--- config.mk ---
export PLATFORM = sky130hd
export DESIGN_NAME = uart_rx
export DESIGN_NICKNAME = d
export VERILOG_FILES = /design/src/rtl/uart_pkg.sv /design/src/rtl/uart_sync2.sv /design/src/rtl/uart_rx.sv
export SDC_FILE = /design/constraint.sdc
export NUM_CORES = 1
export LEC_CHECK = 0
export ABC_CLOCK_PERIOD_IN_PS = 2300
export BUFFER_PORTS_ARGS = -buffer_cell sky130_fd_sc_hd__buf_2
export CAP_MARGIN = 20
export CELL_PAD_IN_SITES_DETAIL_PLACEMENT = 0
export CELL_PAD_IN_SITES_GLOBAL_PLACEMENT = 1
export CORE_ASPECT_RATIO = 0.8
export CORE_MARGIN = 2
export CORE_UTILIZATION = 46
export CTS_BUF_LIST = sky130_fd_sc_hd__clkbuf_8
export CTS_CLUSTER_DIAMETER = 120
export DETAILED_ROUTE_END_ITERATION = 16
export GPL_TIMING_DRIVEN = 0
export PLACE_DENSITY = 0.81
export SYNTH_ARGS = -nofsm -noshare
export SYNTH_HDL_FRONTEND = slang
export SYNTH_SLANG_ARGS = --single-unit
--- constraint.sdc ---
create_clock -name clk -period 2.3 [get_ports clk]
set_clock_uncertainty 0.15 [all_clocks]
set_input_delay 0.46 -clock clk [delete_from_list [all_inputs] [get_ports clk]]
set_output_delay 0.46 -clock clk [all_outputs]
set_load 0.05 [all_outputs]
--- src/rtl/uart_pkg.sv ---
// rtl/uart_pkg.sv - shared UART receiver/transmitter types and baud timing helpers
package uart_pkg;

    localparam int DATA_BITS = 8;

    typedef enum logic [2:0] {
        IDLE,
        START,
        DATA,
        PARITY,
        STOP,
        BREAK
    } uart_rx_state_t;

    function automatic int baud_ticks(input int clk_freq, input int baud_rate);
        return clk_freq / baud_rate;
    endfunction

    function automatic int half_ticks(input int clk_freq, input int baud_rate);
        return baud_ticks(clk_freq, baud_rate) / 2;
    endfunction

endpackage

--- src/rtl/uart_sync2.sv ---
// rtl/uart_sync2.sv - two-flop synchronizer for an asynchronous input, resets to 1
module uart_sync2 (
    input  logic clk,
    input  logic rst,
    input  logic d,
    output logic q
);

    logic meta;

    always_ff @(posedge clk) begin
        if (rst) begin
            meta <= 1'b1;
            q    <= 1'b1;
        end else begin
            meta <= d;
            q    <= meta;
        end
    end

endmodule

--- src/rtl/uart_rx.sv ---
// rtl/uart_rx.sv - 8N1 UART receiver with valid/ready byte output; UART_RX_PARITY_EN adds a parity bit
module uart_rx
    import uart_pkg::*;
#(
    parameter int CLK_FREQ   = 50000000,
    parameter int BAUD_RATE  = 9600,
    parameter int PARITY_ODD = 0
) (
    input  logic                 clk,
    input  logic                 rst,
    input  logic                 rx,
    output logic [DATA_BITS-1:0] data_out,
    output logic                 data_valid,
    input  logic                 data_ready,
    output logic                 busy,
    output logic                 frame_err,
    output logic                 overrun_err,
    output logic                 parity_err
);

    localparam logic [15:0] BAUD_LAST = 16'(baud_ticks(CLK_FREQ, BAUD_RATE) - 1);
    localparam logic [15:0] HALF_LAST = 16'(half_ticks(CLK_FREQ, BAUD_RATE) - 1);

`ifdef UART_RX_PARITY_EN
    localparam uart_rx_state_t AFTER_DATA = PARITY;
`else
    localparam uart_rx_state_t AFTER_DATA = STOP;
`endif

    uart_rx_state_t state, state_next;
    logic                 rx_s;
    logic [15:0]          count;
    logic [2:0]           bit_idx;
    logic [DATA_BITS-1:0] shift_reg;
    logic                 half_hit, baud_hit, sample, par_bad;

    uart_sync2 u_sync (
        .clk (clk),
        .rst (rst),
        .d   (rx),
        .q   (rx_s)
    );

    assign half_hit = (count == HALF_LAST);
    assign baud_hit = (count == BAUD_LAST);
    assign busy     = (state != IDLE);

    always_ff @(posedge clk) begin
        if (rst) state <= IDLE;
        else     state <= state_next;
    end

    always_comb begin
        state_next = state;
        sample     = 1'b0;
        case (state)
            IDLE:   if (!rx_s) state_next = START;
            START:  if (half_hit) begin
                        sample     = 1'b1;
                        state_next = rx_s ? IDLE : DATA;
                    end
            DATA:   if (baud_hit) begin
                        sample = 1'b1;
                        if (bit_idx == 3'(DATA_BITS - 1)) state_next = AFTER_DATA;
                    end
`ifdef UART_RX_PARITY_EN
            PARITY: if (baud_hit) begin
                        sample     = 1'b1;
                        state_next = STOP;
                    end
`endif
            STOP:   if (baud_hit) begin
                        sample     = 1'b1;
                        state_next = rx_s ? IDLE : BREAK;
                    end
            BREAK:  if (rx_s) state_next = IDLE;
            default: state_next = IDLE;
        endcase
    end

    always_ff @(posedge clk) begin
        if (rst) begin
            count       <= '0;
            bit_idx     <= '0;
            shift_reg   <= '0;
            data_out    <= '0;
            data_valid  <= 1'b0;
            frame_err   <= 1'b0;
            overrun_err <= 1'b0;
        end else begin
            frame_err   <= 1'b0;
            overrun_err <= 1'b0;
            // Counter only runs while timing a bit; it restarts at every entry and sample point
            if (sample || state_next != state || state == IDLE || state == BREAK)
                count <= '0;
            else
                count <= count + 16'd1;
            if (data_valid && data_ready) data_valid <= 1'b0;
            if (state == START && state_next == DATA) bit_idx <= '0;
            if (state == DATA && sample) begin
                shift_reg <= {rx_s, shift_reg[DATA_BITS-1:1]};
                bit_idx   <= bit_idx + 3'd1;
            end
            // A byte accepted on the completion cycle frees the slot, so it is not an overrun
            if (state == STOP && sample) begin
                if (!rx_s) begin
                    frame_err <= 1'b1;
                end else if (!par_bad) begin
                    if (data_valid && !data_ready) begin
                        overrun_err <= 1'b1;
                    end else begin
                        data_out   <= shift_reg;
                        data_valid <= 1'b1;
                    end
                end
            end
        end
    end

`ifdef UART_RX_PARITY_EN
    always_ff @(posedge clk) begin
        if (rst) begin
            par_bad    <= 1'b0;
            parity_err <= 1'b0;
        end else begin
            parity_err <= (state == STOP) && sample && rx_s && par_bad;
            if (state == START)
                par_bad <= 1'b0;
            else if (state == PARITY && sample)
                par_bad <= (rx_s != ((^shift_reg) ^ (PARITY_ODD != 0)));
        end
    end
`else
    logic unused_parity_odd;
    assign unused_parity_odd = (PARITY_ODD != 0);
    assign par_bad           = 1'b0;
    assign parity_err        = 1'b0;
`endif

endmodule

# Yosys cells after proc, flatten, opt, wreduce, memory -nomap -nowiden
# Index checks and enable logic that the tools add are counted.
[totals]
romBits = 0
inputBits = 4
ff_bits = 43
mem_bits_rw = 0
elab_cells = 61
n_memories = 0
output_inout_bits = 13
latchBits = 0
[op_classes]
muxes = 20
eq_ne = 9
n_shift = 0
bitwise_logic = 3
order_cmp = 0
div = 0
reduce_logical = 17
addsub = 2
multipliers = 0
[ops]
columns = ["op", "count"]
rows = [
  ["2-to-1 mux 3 bit", 9],
  ["adder 16 x 1 -> 16 bit, second input constant", 1],
  ["equality test 16 x 12 -> 1 bit, second input constant", 1],
  ["equality test 16 x 13 -> 1 bit, second input constant", 1],
  ["one-hot mux 3 bit (5 select lines)", 1],
  ["equality test 3 bit, second input constant", 3],
  ["2-to-1 mux 1 bit", 8],
  ["equality test 3 x 2 -> 1 bit, second input constant", 2],
  ["OR reduction 2 bit", 3],
  ["logical AND 1 bit", 5],
  ["adder 3 x 1 -> 3 bit, second input constant", 1],
  ["equality test 3 x 1 -> 1 bit, second input constant", 1],
  ["logical NOT 3 bit", 1],
  ["logical OR 1 bit", 3],
  ["inequality test 3 bit", 1],
  ["NOT 1 bit", 3],
  ["AND reduction 3 bit", 1],
  ["nonzero test 3 bit", 1],
  ["OR reduction 3 bit", 1],
  ["2-to-1 mux 2 bit", 1],
  ["one-hot mux 1 bit (2 select lines)", 1],
  ["nonzero test 2 bit", 1],
  ["logical NOT 1 bit", 1],
]

# Depth between registers and ports, before layout
# Gate-level depths: netlist (run 1).
[depth]
word_depth = 9
ltp_mapped = 7
ltp_nobuf = 5

# Hierarchy
# A second synthesis (run 1) with hierarchy kept.
[hier_totals]
hier_cells = 221
hier_area_um2 = 1974.4
[modules_own_cells]
columns = ["mod", "area_each_um2", "cells_per_inst", "seq_area_each_um2", "n_inst"]
rows = [
  ["uart_rx", 1921.8, 217, 820.8, 1],
  ["uart_sync2", 52.6, 4, 40.0, 1],
]

# Worst setup path after synthesis (run 1)
# OpenSTA, ideal clock, no wires.
[synth_timing]
path_type = "register -> register"
from = "register count[0]"
to = "register count[1]"
path_buffers = 1
slack_ps = 222
required_time_ps = 2015
path_stages_with_launch = 7
setup_ps = 135
period_less_slack_ps = 2078
arrival_ps = 1792
path_cell_list = "dfxtp_1 -> ha_1 -> nor4bb_1 -> nand4_1 -> o221ai_1 -> buf_4 -> nor3b_1"
[synth_between]
elab_chain_cells = 8
word_cells_on_any_way = 15
classes_between = "1 x add/sub; 3 x eq/ne; 7 x mux; 4 x reduce/logical"
[synth_rtl]
columns = ["item", "line", "text"]
rows = [
  ["from (decl)", "uart_rx.sv:32", "logic [15:0] count;"],
  ["from (signal assigned)", "uart_rx.sv:97", "count <= count + 16'd1;"],
  ["equality test 16 x 13 -> 1 bit or equality test 16 x 12 -> 1 bit (tied branches)", "uart_rx.sv:45, uart_rx.sv:44", ""],
  ["2-to-1 mux 3 bit, on equally long branches", "uart_rx.sv:72, uart_rx.sv:58, uart_rx.sv:62", ""],
  ["one-hot mux 3 bit (5 select lines)", "uart_rx.sv:56", "case (state)"],
  ["inequality test 3 bit", "uart_rx.sv:94", "if (sample || state_next != state || state == IDLE || state == BREAK)"],
  ["logical OR 1 bit (3 in a row)", "uart_rx.sv:94", ""],
  ["OR reduction 2 bit (no source line)", "-", ""],
]
# Several ways; a longest one is shown, not always the timed one.
# A chain may end at the register's enable or synchronous reset.

# Final worst setup path (run 1)
[layout_timing]
from = "register count[0]"
to = "register state[2]"
[layout_between]
elab_chain_cells = 3
word_cells_on_any_way = 6
classes_between = "2 x eq/ne; 4 x mux"
[layout_rtl]
columns = ["item", "line", "text"]
rows = [
  ["equality test 16 x 13 -> 1 bit or equality test 16 x 12 -> 1 bit (tied branches)", "uart_rx.sv:45, uart_rx.sv:44", ""],
  ["2-to-1 mux 3 bit, on equally long branches", "uart_rx.sv:72, uart_rx.sv:58, uart_rx.sv:62", ""],
  ["one-hot mux 3 bit (5 select lines) *", "uart_rx.sv:56", ""],
  ["to (signal assigned)", "uart_rx.sv:50", "else state <= state_next;"],
  ["to (decl)", "uart_rx.sv:30", "uart_rx_state_t state, state_next;"],
]
# Mark *: on every way between the ends. The rest lies on a longest branch, timed or not.

==> flow_metrics.tcl, run 1 <==
set metrics [dict create \
    outcome "finished, final reports clean" \
    cts_tree "built" \
    yosysTopAreaCell "dfxtp_1" \
    syn2layout_area_growth_pct 16.02 \
    fmax_mhz 465.3 \
    p_leak_nw 0.7732 \
    dpl-instance-area_um2 2156 \
    grt_pass1_vias 1604 \
    grt_setup_unrepaired "no" \
    finalSetupViolations 0 \
    hold_viol 0 \
    grt_first_pass_wirelength_um 7900 \
    die_height_um 63.19 \
    final_nets 264 \
    ys_warn_count 0 \
    crit_chain "ha_1, nor4bb_1, nand4_1, buf_4, buf_4, or3_1, a31oi_1" \
    dp.cells 304 \
    crit_slowest_cell "dfxtp_1" \
    drcViolationCount 0 \
    whs_ns 0.1803 \
    start_kind "flop" \
    track_usage_pct 20.56 \
    fin_crit_ns 2.149 \
    post-dp-hpwl_um 3191 \
    drt_iter0_drc 98 \
    synth_cells 233 \
    start_util_pct 47.92 \
    netlist.area_leader.share_pct 42.73 \
    worstSetupPathType "flop to flop" \
    yosysMostFrequentCell "dfxtp_1" \
    cts_hold_buffers 0 \
    synth_nets 240 \
    cts_root_buffer "clkbuf_8" \
    yosysSeqAreaShare_pct 42.73 \
    final_cells 315 \
    rows 21 \
    io_buffers 14 \
    worstPathMaxFanout 6 \
    wl_per_cell_um 14.46 \
    antennaDiodeCount 0 \
    maxCapViolations 0 \
    cts.reportedPaths.clkPinSlew_ns 0.09 \
    stdcell_area_um2 2337 \
    dr_total_vias 1771 \
    die-area_um2 4928 \
    fillCellCount 390 \
    cp.required_ns 2.39 \
    max_stage_delay_ns 0.38 \
    gp_congestion 0.8295 \
    netlist_top_cells_count "43 x dfxtp_1, 21 x nand4_1, 21 x o21ai_0, 17 x a21oi_1, 13 x nor3_1" \
    ctsHtreeMaxLevel 2 \
    hp-class "primary input to flop" \
    ios 17 \
    fin_crit_sh_pct 93.45 \
    ys_ff_latch 43 \
    synthArstFlopShare_pct 0 \
    ant_nets 0 \
    cp_top_family "simple AND/OR/NAND/NOR gates" \
    crit_path_frequent_cell "buf_4" \
    wirelength_um 4555 \
    critPathBufInv 2 \
    insertion_delay_ns 0.31 \
    clk_path_buf_depth 2 \
    place_ws_ns -0.3438 \
    avgSynthCellArea_um2 8.646 \
    grt_start_max_net_pins 14 \
    grt.overflow.total 0 \
    synth_edf_count 0 \
    ir_drop_mv 0.3704 \
    netlist_area_um2 2014 \
    fin_ws_ns 0.1507 \
    synth_ff_type "dfxtp_1" \
    cts.sinks 43 \
    ys_types 43 \
    endpoint_kind "flop" \
    drt_first_pass_iters 4 \
    yosys-top-cells-area "dfxtp_1 43%, nand4_1 6.5%, o21ai_0 5.2%" \
    powerDensity_nw_per_um2 602.7 \
    core_area_um2 4204 \
    antenna_found_initial 0 \
    cts_buffers 5 \
    slew_viol_final 0 \
    setup_tns_ns 0 \
    die_w_um 77.99 \
    arrival_ns 2.24 \
    via_per_inst 5.622 \
    layout-drive-gt1-share_pct 15.89 \
    largest_reg_flops 16 \
]
[area by class of cell]
cell class / instances / area (um2) / share of cell area, %
flip-flops and latches: 43 / 860.8 / 36.83
clock inverters: 2 / 35.03 / 1.499
plain buffers: 16 / 78.83 / 3.373
repair buffers: 18 / 100.1 / 4.283
multi-input cells: 168 / 1090 / 46.63
clock buffers: 6 / 82.58 / 3.533
well taps: 57 / 71.32 / 3.051
inverters: 5 / 18.77 / 0.8030
[timing repair]
| action | CTS | global route |
|---|---|---|
| pin swaps | 0 | 1 |
| endpoints found under the setup margin | 16 | 27 |
| gates resized for setup | 2 | 5 |
| setup buffers | 2 | 2 |
[layer usage]
metal  vias to the layer above  wire (um)  global-route usage (%)
met5                         -          0                       0
met4                         0         93                   9.868
met3                         7        169                   4.441
met2                        26       1805                   28.02
met1                       821       2486                   30.47
li1                        917          -                       -
[metrics by stage]
step / power, mW / utilization, %
3_5_place_dp: 0.8033 / 51.28
2_1_floorplan: 0.7936 / -
5_1_grt: 1.457 / 55.60
3_3_place_gp: 0.8027 / 51.28
6_report: 1.409 / 55.60
4_1_cts: 1.423 / 54.85
[cell usage in the layout, fill, tap and decap left out, types with 4 or more instances in the layout]
master / synthesis / routed
dfxtp_1: 43 / 43
nand4_1: 21 / 21
o21ai_0: 21 / 21
a21oi_1: 17 / 17
buf_2: 2 / 16
nor3_1: 13 / 13
nand2_1: 12 / 12
clkbuf_1: 11 / 9
xnor2_1: 8 / 8
nor2_1: 8 / 8
nand3_1: 8 / 8
buf_4: 2 / 6
clkbuf_8: 0 / 6
or3_1: 5 / 5
nor4b_1: 5 / 5
inv_1: 5 / 5
and3_1: 4 / 4
xor2_1: 4 / 4
[final timing paths]
path	depth (start not counted)	end	slack [ns]	startpoint
setup / recovery	7	state[2]	0.15	count[0]
hold / removal	2	u_sync.meta	0.18	rx
setup reg to reg	7	state[2]	0.15	count[0]
hold reg to reg	1	u_sync.q	0.26	u_sync.meta
[report_power, final]
part,switching (mW),internal [mW]
clock,0.270,0.351
sequential,0.00418,0.747
combinational,0.0250,0.0115
total,0.299,1.11
[cells by family (layout without fill, tap and decap cells)]
family / Yosys count / after routing / share of synthesized area [%]
other: 1 / 1 / 0.1862
buffers and inverters: 22 / 47 / 4.969
and+or+nand+nor: 102 / 102 / 30.81
DFF: 43 / 43 / 42.73
xor gates and xnor gates: 12 / 12 / 5.217
AOI/OAI and AO/OA: 50 / 50 / 14.22
adders and majority gates: 3 / 3 / 1.864
Note: power is estimated with default switching activity, not from simulation.
==> run 2: changes to the inputs <==
Settings changed: CORE_UTILIZATION 46 to 47, PLACE_DENSITY 0.81 to 0.82, SYNTH_HIERARCHICAL from default to 1.
==> flow_metrics.tcl, run 2 <==
set metrics [dict create \
    io_buffers 15 \
    grt_pass1_vias 1436 \
    finalSetupViolations 1 \
    grt_setup_unrepaired "yes" \
    dpl-instance-area_um2 2123 \
    p_total_mw 1.482 \
    drt_iter0_drc 173 \
    gp_congestion 0.8318 \
    core_area_um2 4099 \
    wl_per_cell_um 14.86 \
    powerDensity_nw_per_um2 575.1 \
    rows 21 \
    ir_drop_mv 0.3669 \
    hold_depth 2 \
    die_height_um 61.97 \
    p_sw_uw 294.9 \
    start_kind "flop" \
    yosysSeqAreaShare_pct 43.60 \
    cts_root_buffer "clkbuf_8" \
    dp.cells 293 \
    rr_endpoint "bit_idx[0]" \
    grtUsageMet2_pct 27.43 \
    outcome "complete, but fails checks" \
    fin_ws_ns -0.03950 \
    ctsHtreeMaxLevel 2 \
    netlist_area_um2 1974 \
    min_to "u_sync/meta" \
    stdcell_area_um2 2576 \
    fmax_mhz 427.4 \
    via_per_inst 5.704 \
    fin_crit_ns 2.340 \
    grt_first_pass_wirelength_um 7300 \
    power.share.switching_pct 19.90 \
    fin_crit_sh_pct 101.7 \
    p_leak_nw 0.8515 \
    grt.overflow.total 0 \
    final_nets 270 \
    cts.sinks 43 \
    hold_viol 0 \
    ios 17 \
    max_slew_margin_pct 56.93 \
    final_cells 321 \
    start_util_pct 48.17 \
    yosysMostFrequentCell "dfxtp_1" \
    synth_cells 221 \
    die_w_um 76.47 \
    worstSetupPathType "flop to flop" \
    antennaDiodeCount 0 \
    p_int_mw 1.187 \
    yosys-top-cells-area "dfxtp_1 44%, a211oi_1 6.1%, xnor2_1 5.8%" \
    largest_reg_flops 16 \
    hp-class "primary input to flop" \
    reg2reg_from "count[11]" \
    utilization_pct 62.85 \
    cts.reportedPaths.clkPinSlew_ns 0.08 \
    maxCapViolations 0 \
    cts_hold_buffers 0 \
    hp-start "rx" \
    worst_slew_pin_slew_ns 0.6460 \
    avgSynthCellArea_um2 8.934 \
    globalRoute.busiestLayer "met1" \
    dr_total_vias 1831 \
    seq_power_share_pct 50.5 \
    rrSetupSlack_ns -0.04 \
    drcViolationCount 0 \
    final_cell_mix "35 x dfxtp_1, 22 x buf_4, 21 x nand3_1, 18 x buf_2, 16 x a21oi_1" \
    grt_start_max_net_pins 14 \
    drt_first_pass_iters 4 \
    use_met3_pct 4.913 \
    p_clk_share_pct 46.8 \
    synthArstFlopShare_pct 0 \
    fillCellCount 350 \
    arrival_ns 2.41 \
    slew_viol_final 0 \
    clk_path_buf_depth 2 \
    antenna_found_initial 0 \
    synth_nets 228 \
    cts_buffers 5 \
    synth_edf_count 0 \
    violations "negative setup slack" \
    syn2layout_area_growth_pct 30.48 \
    endpoint_kind "flop" \
    grt_use_met1_pct 29.90 \
    ys_types 40 \
    yosysTopAreaCell "dfxtp_1" \
    netlist_top_cells_count "43 x dfxtp_1, 21 x nand3_1, 18 x a21oi_1, 17 x o21ai_0, 16 x a211oi_1" \
    ys_warn_count 6 \
    insertion_delay_ns 0.30 \
    wirelength_um 4771 \
    layout-drive-gt1-share_pct 33.33 \
    netlist.area_leader.share_pct 43.60 \
    synth_ff_type "dfxtp_1" \
    cts_tree "built" \
    final_common_cell "dfxtp_1" \
    reg2reg_depth 5 \
    ys_ff_latch 43 \
    worstPathMaxFanout 5 \
    ant_nets 0 \
    cp.required_ns 2.37 \
    die-area_um2 4739 \
    post-dp-hpwl_um 2979 \
    track_usage_pct 20.16 \
    p_comb_share_pct 2.6 \
]
==> run 2: timing repair <==
item	CTS	global route
gates cloned	0	0
pin swaps	23	8
endpoints found under the setup margin	41	40
setup buffers	8	12
gates resized for setup	32	26
==> run 2: worst max path at each step <==
| stage | from | end | slack, ns | cells after the start |
|---|---|---|---|---|
| floorplan | count[6] | count[0] | 0.005 | 5 |
| global placement | count[0] | state[1] | -0.30 | 7 |
| detailed placement | count[0] | count[8] | -0.30 | 7 |
| CTS | count[0] | bit_idx[0] | -0.08 | 6 |
| global route | count[11] | bit_idx[0] | -0.08 | 5 |
| finish | count[11] | bit_idx[0] | -0.04 | 5 |
==> run 2: power groups by stage <==
stage,Sequential (mW),Combinational (mW),Clock (mW)
final,0.749,0.0390,0.694
after global routing,0.749,0.0420,0.730
after CTS,0.751,0.0378,0.706
after detailed placement,0.768,0.0337,0
after global placement,0.768,0.0336,0
after floorplan,0.767,0.0246,0
==> run 2: cell type report <==
cell class / instances / area, um2 / share of cell area, %
inverter: 7 / 26.28 / 1.020
buffer: 14 / 100.1 / 3.885
tap: 57 / 71.32 / 2.768
sequential: 43 / 875.8 / 34.00
timing repair buffer: 36 / 234.0 / 9.082
multi-input combinational: 156 / 1136 / 44.10
clock buffer: 5 / 68.82 / 2.671
clock inverter: 3 / 63.81 / 2.477
==> run 2: logic make-up after synthesis <==
family          Yosys count  synth area share [%]
compound gates           60                 19.39
xor+xnor                 15                 6.654
fa+ha+maj                 3                 1.901
buf+inv                  22                 5.386
flops                    43                 43.60
other cells               1                0.1899
simple gates             77                 22.88
==> run 2: worst max-delay path, cell delays in order, from the launching register on <==
cell	delay, ns
dfxtp_4	0.38
or4bb_4	0.53
or4_4	0.59
buf_6	0.15
or4_4	0.40
o31ai_1	0.07
==> run 2: metal layers <==
layer	share of wire [%]	routed length [um]
met5	0	0
met4	2.0	95
met3	5.7	272
met2	40	1922
met1	52	2480
==> run 2: stage by stage <==
stage / hold slack [ns] / setup TNS, ns / setup slack [ns]
global placement: 0.2381 / -7.084 / -0.3022
detailed placement: 0.2458 / -7.096 / -0.3020
floorplan: 0.2354 / 0 / 0.004860
global route: 0.1912 / -0.1914 / -0.08131
finish: 0.1936 / -0.03950 / -0.03950
CTS: 0.1874 / -0.9480 / -0.08378
==> run 3: changes to the inputs <==
Settings changed: RECOVER_POWER from default to 100, SLEW_MARGIN from default to 20.
==> flow_metrics.tcl, run 3 (synthesis results as in run 2) <==
set metrics [dict create \
    grt_setup_unrepaired "yes" \
    core_area_um2 4099 \
    p_leak_nw 0.7941 \
    p_comb_share_pct 2.6 \
    final_cell_mix "35 x dfxtp_1, 22 x buf_4, 21 x nand3_1, 16 x clkbuf_1, 16 x a21oi_1" \
    cts.sinks 43 \
    fin_crit_sh_pct 101.7 \
    insertion_delay_ns 0.30 \
    ir_drop_mv 0.3665 \
    die-area_um2 4739 \
    final_common_cell "dfxtp_1" \
    cp_top_family "simple AND/OR/NAND/NOR gates" \
    hold_depth 2 \
    p_clk_share_pct 46.9 \
    antenna_found_initial 0 \
    grt_first_pass_wirelength_um 7300 \
    fin_crit_ns 2.339 \
    ant_nets 0 \
    drcViolationCount 0 \
    antennaDiodeCount 0 \
    max_stage_delay_ns 0.59 \
    layout-drive-gt1-share_pct 28.90 \
    fin_ws_ns -0.03851 \
    hp-start "rx" \
    rrSetupSlack_ns -0.04 \
    io_buffers 15 \
    hp-class "primary input to flop" \
    outcome "complete, but fails checks" \
    start_util_pct 48.17 \
    rows 21 \
    ctsHtreeMaxLevel 2 \
    cts_tree "built" \
    gp_congestion 0.8318 \
    wirelength_um 4773 \
    area.sequential_um2 875.8 \
    post-dp-hpwl_um 2979 \
    worstPathMaxFanout 5 \
    fillCellCount 352 \
    grt_start_max_net_pins 14 \
    final_cells 320 \
    utilization_pct 62.48 \
    crit_chain "or4bb_4, or4_4, buf_6, or4_4, o31ai_1" \
    whs_ns 0.1911 \
    via_per_inst 5.672 \
    track_usage_pct 20.16 \
    cts_hold_buffers 0 \
    violations "negative setup slack" \
    fmax_mhz 427.6 \
    rr_endpoint "bit_idx[0]" \
    largest_reg_flops 16 \
    endpoint_kind "flop" \
    ios 17 \
    reg2reg_depth 5 \
    max_slew_margin_pct 56.53 \
    maxCapViolations 0 \
    multi_input_area_um2 1141 \
    crit_slowest_cell "or4_4" \
    clk_path_buf_depth 2 \
    p_sw_uw 296.0 \
    grt_pass1_vias 1436 \
    hold_viol 0 \
    seq_power_share_pct 50.5 \
    dp.cells 293 \
    cts_buffers 5 \
    start_kind "flop" \
    min_to "u_sync/meta" \
    crit_path_frequent_cell "or4_4" \
    finalSetupViolations 1 \
    die_height_um 61.97 \
    final_nets 269 \
    drt_iter0_drc 121 \
    arrival_ns 2.41 \
    cts.reportedPaths.clkPinSlew_ns 0.08 \
    wl_per_cell_um 14.92 \
    slew_viol_final 0 \
    worstSetupPathType "flop to flop" \
    die_w_um 76.47 \
    p_int_mw 1.186 \
    cts_root_buffer "clkbuf_8" \
    reg2reg_from "count[11]" \
    worst_slew_pin_slew_ns 0.6485 \
    critPathBufInv 1 \
    power.share.switching_pct 19.97 \
    syn2layout_area_growth_pct 29.72 \
    cp.required_ns 2.37 \
    powerDensity_nw_per_um2 578.8 \
    drt_first_pass_iters 4 \
    grt.overflow.total 0 \
    dr_total_vias 1815 \
]
run 3: changes by cell type in the layout (fill, tap and decap cells not counted), sizes merged:
cell    previous run  this run
buf               46        31
clkbuf             9        23
run 3: layout make-up:
cell class / count / area share [%]
clock buffer: 5 / 2.687
clock inverter: 3 / 2.491
timing repair buffer: 35 / 8.354
multi-input combinational: 156 / 44.55
tap: 57 / 2.785
buffer: 14 / 3.908
sequential: 43 / 34.20
inverter: 7 / 1.026
run 3: metrics by stage:
stage | power, mW | setup TNS, ns | cell area, um2 | worst slack [ns]
after global routing | 1.521 | -0.3233 | 2561 | -0.08183
after floorplan | 0.7919 | 0 | 1977 | 0.004860
after detailed placement | 0.8019 | -7.096 | 2123 | -0.3020
final | 1.482 | -0.03851 | 2561 | -0.03851
after global placement | 0.8019 | -7.084 | 2123 | -0.3022
after CTS | 1.495 | -0.9480 | 2416 | -0.08378
run 3: worst register-to-register path, delay by kind of cell, from the launching register on:
kind / cells / cell delay (ns)
AOI/OAI and AO/OA: 1 / 0.07
buffers and inverters: 1 / 0.15
DFF: 1 / 0.38
and+or+nand+nor: 3 / 1.52
run 3: metal layers:
layer | up-vias | track usage [%] | routed length [um]
met5 | - | 0 | 0
met4 | 0 | 9.351 | 84
met2 | 47 | 27.43 | 1907
li1 | 901 | - | -
met1 | 857 | 29.90 | 2516
met3 | 10 | 4.913 | 266
run 3: repair_timing:
item / 4_1_cts / 5_1_grt
pin swaps: 23 / 8
buffers inserted: 8 / 12
endpoints found under the setup margin: 41 / 40
resized for setup: 32 / 27
run 3: power groups by stage:
stage               clock network, mW  registers [mW]  logic, mW
floorplan                           0           0.767     0.0246
global placement                    0           0.768     0.0336
detailed placement                  0           0.768     0.0337
CTS                             0.706           0.751     0.0378
global route                    0.730           0.750     0.0418
finish                          0.695           0.749     0.0389
run 3: worst max-delay path by stage:
stage / start / to / slack, ns / depth (start not counted)
2_1_floorplan: count[6] / count[0] / 0.005 / 5
3_3_place_gp: count[0] / state[1] / -0.30 / 7
3_5_place_dp: count[0] / count[8] / -0.30 / 7
4_1_cts: count[0] / bit_idx[0] / -0.08 / 6
5_1_grt: count[11] / bit_idx[0] / -0.08 / 5
6_report: count[11] / bit_idx[0] / -0.04 / 5
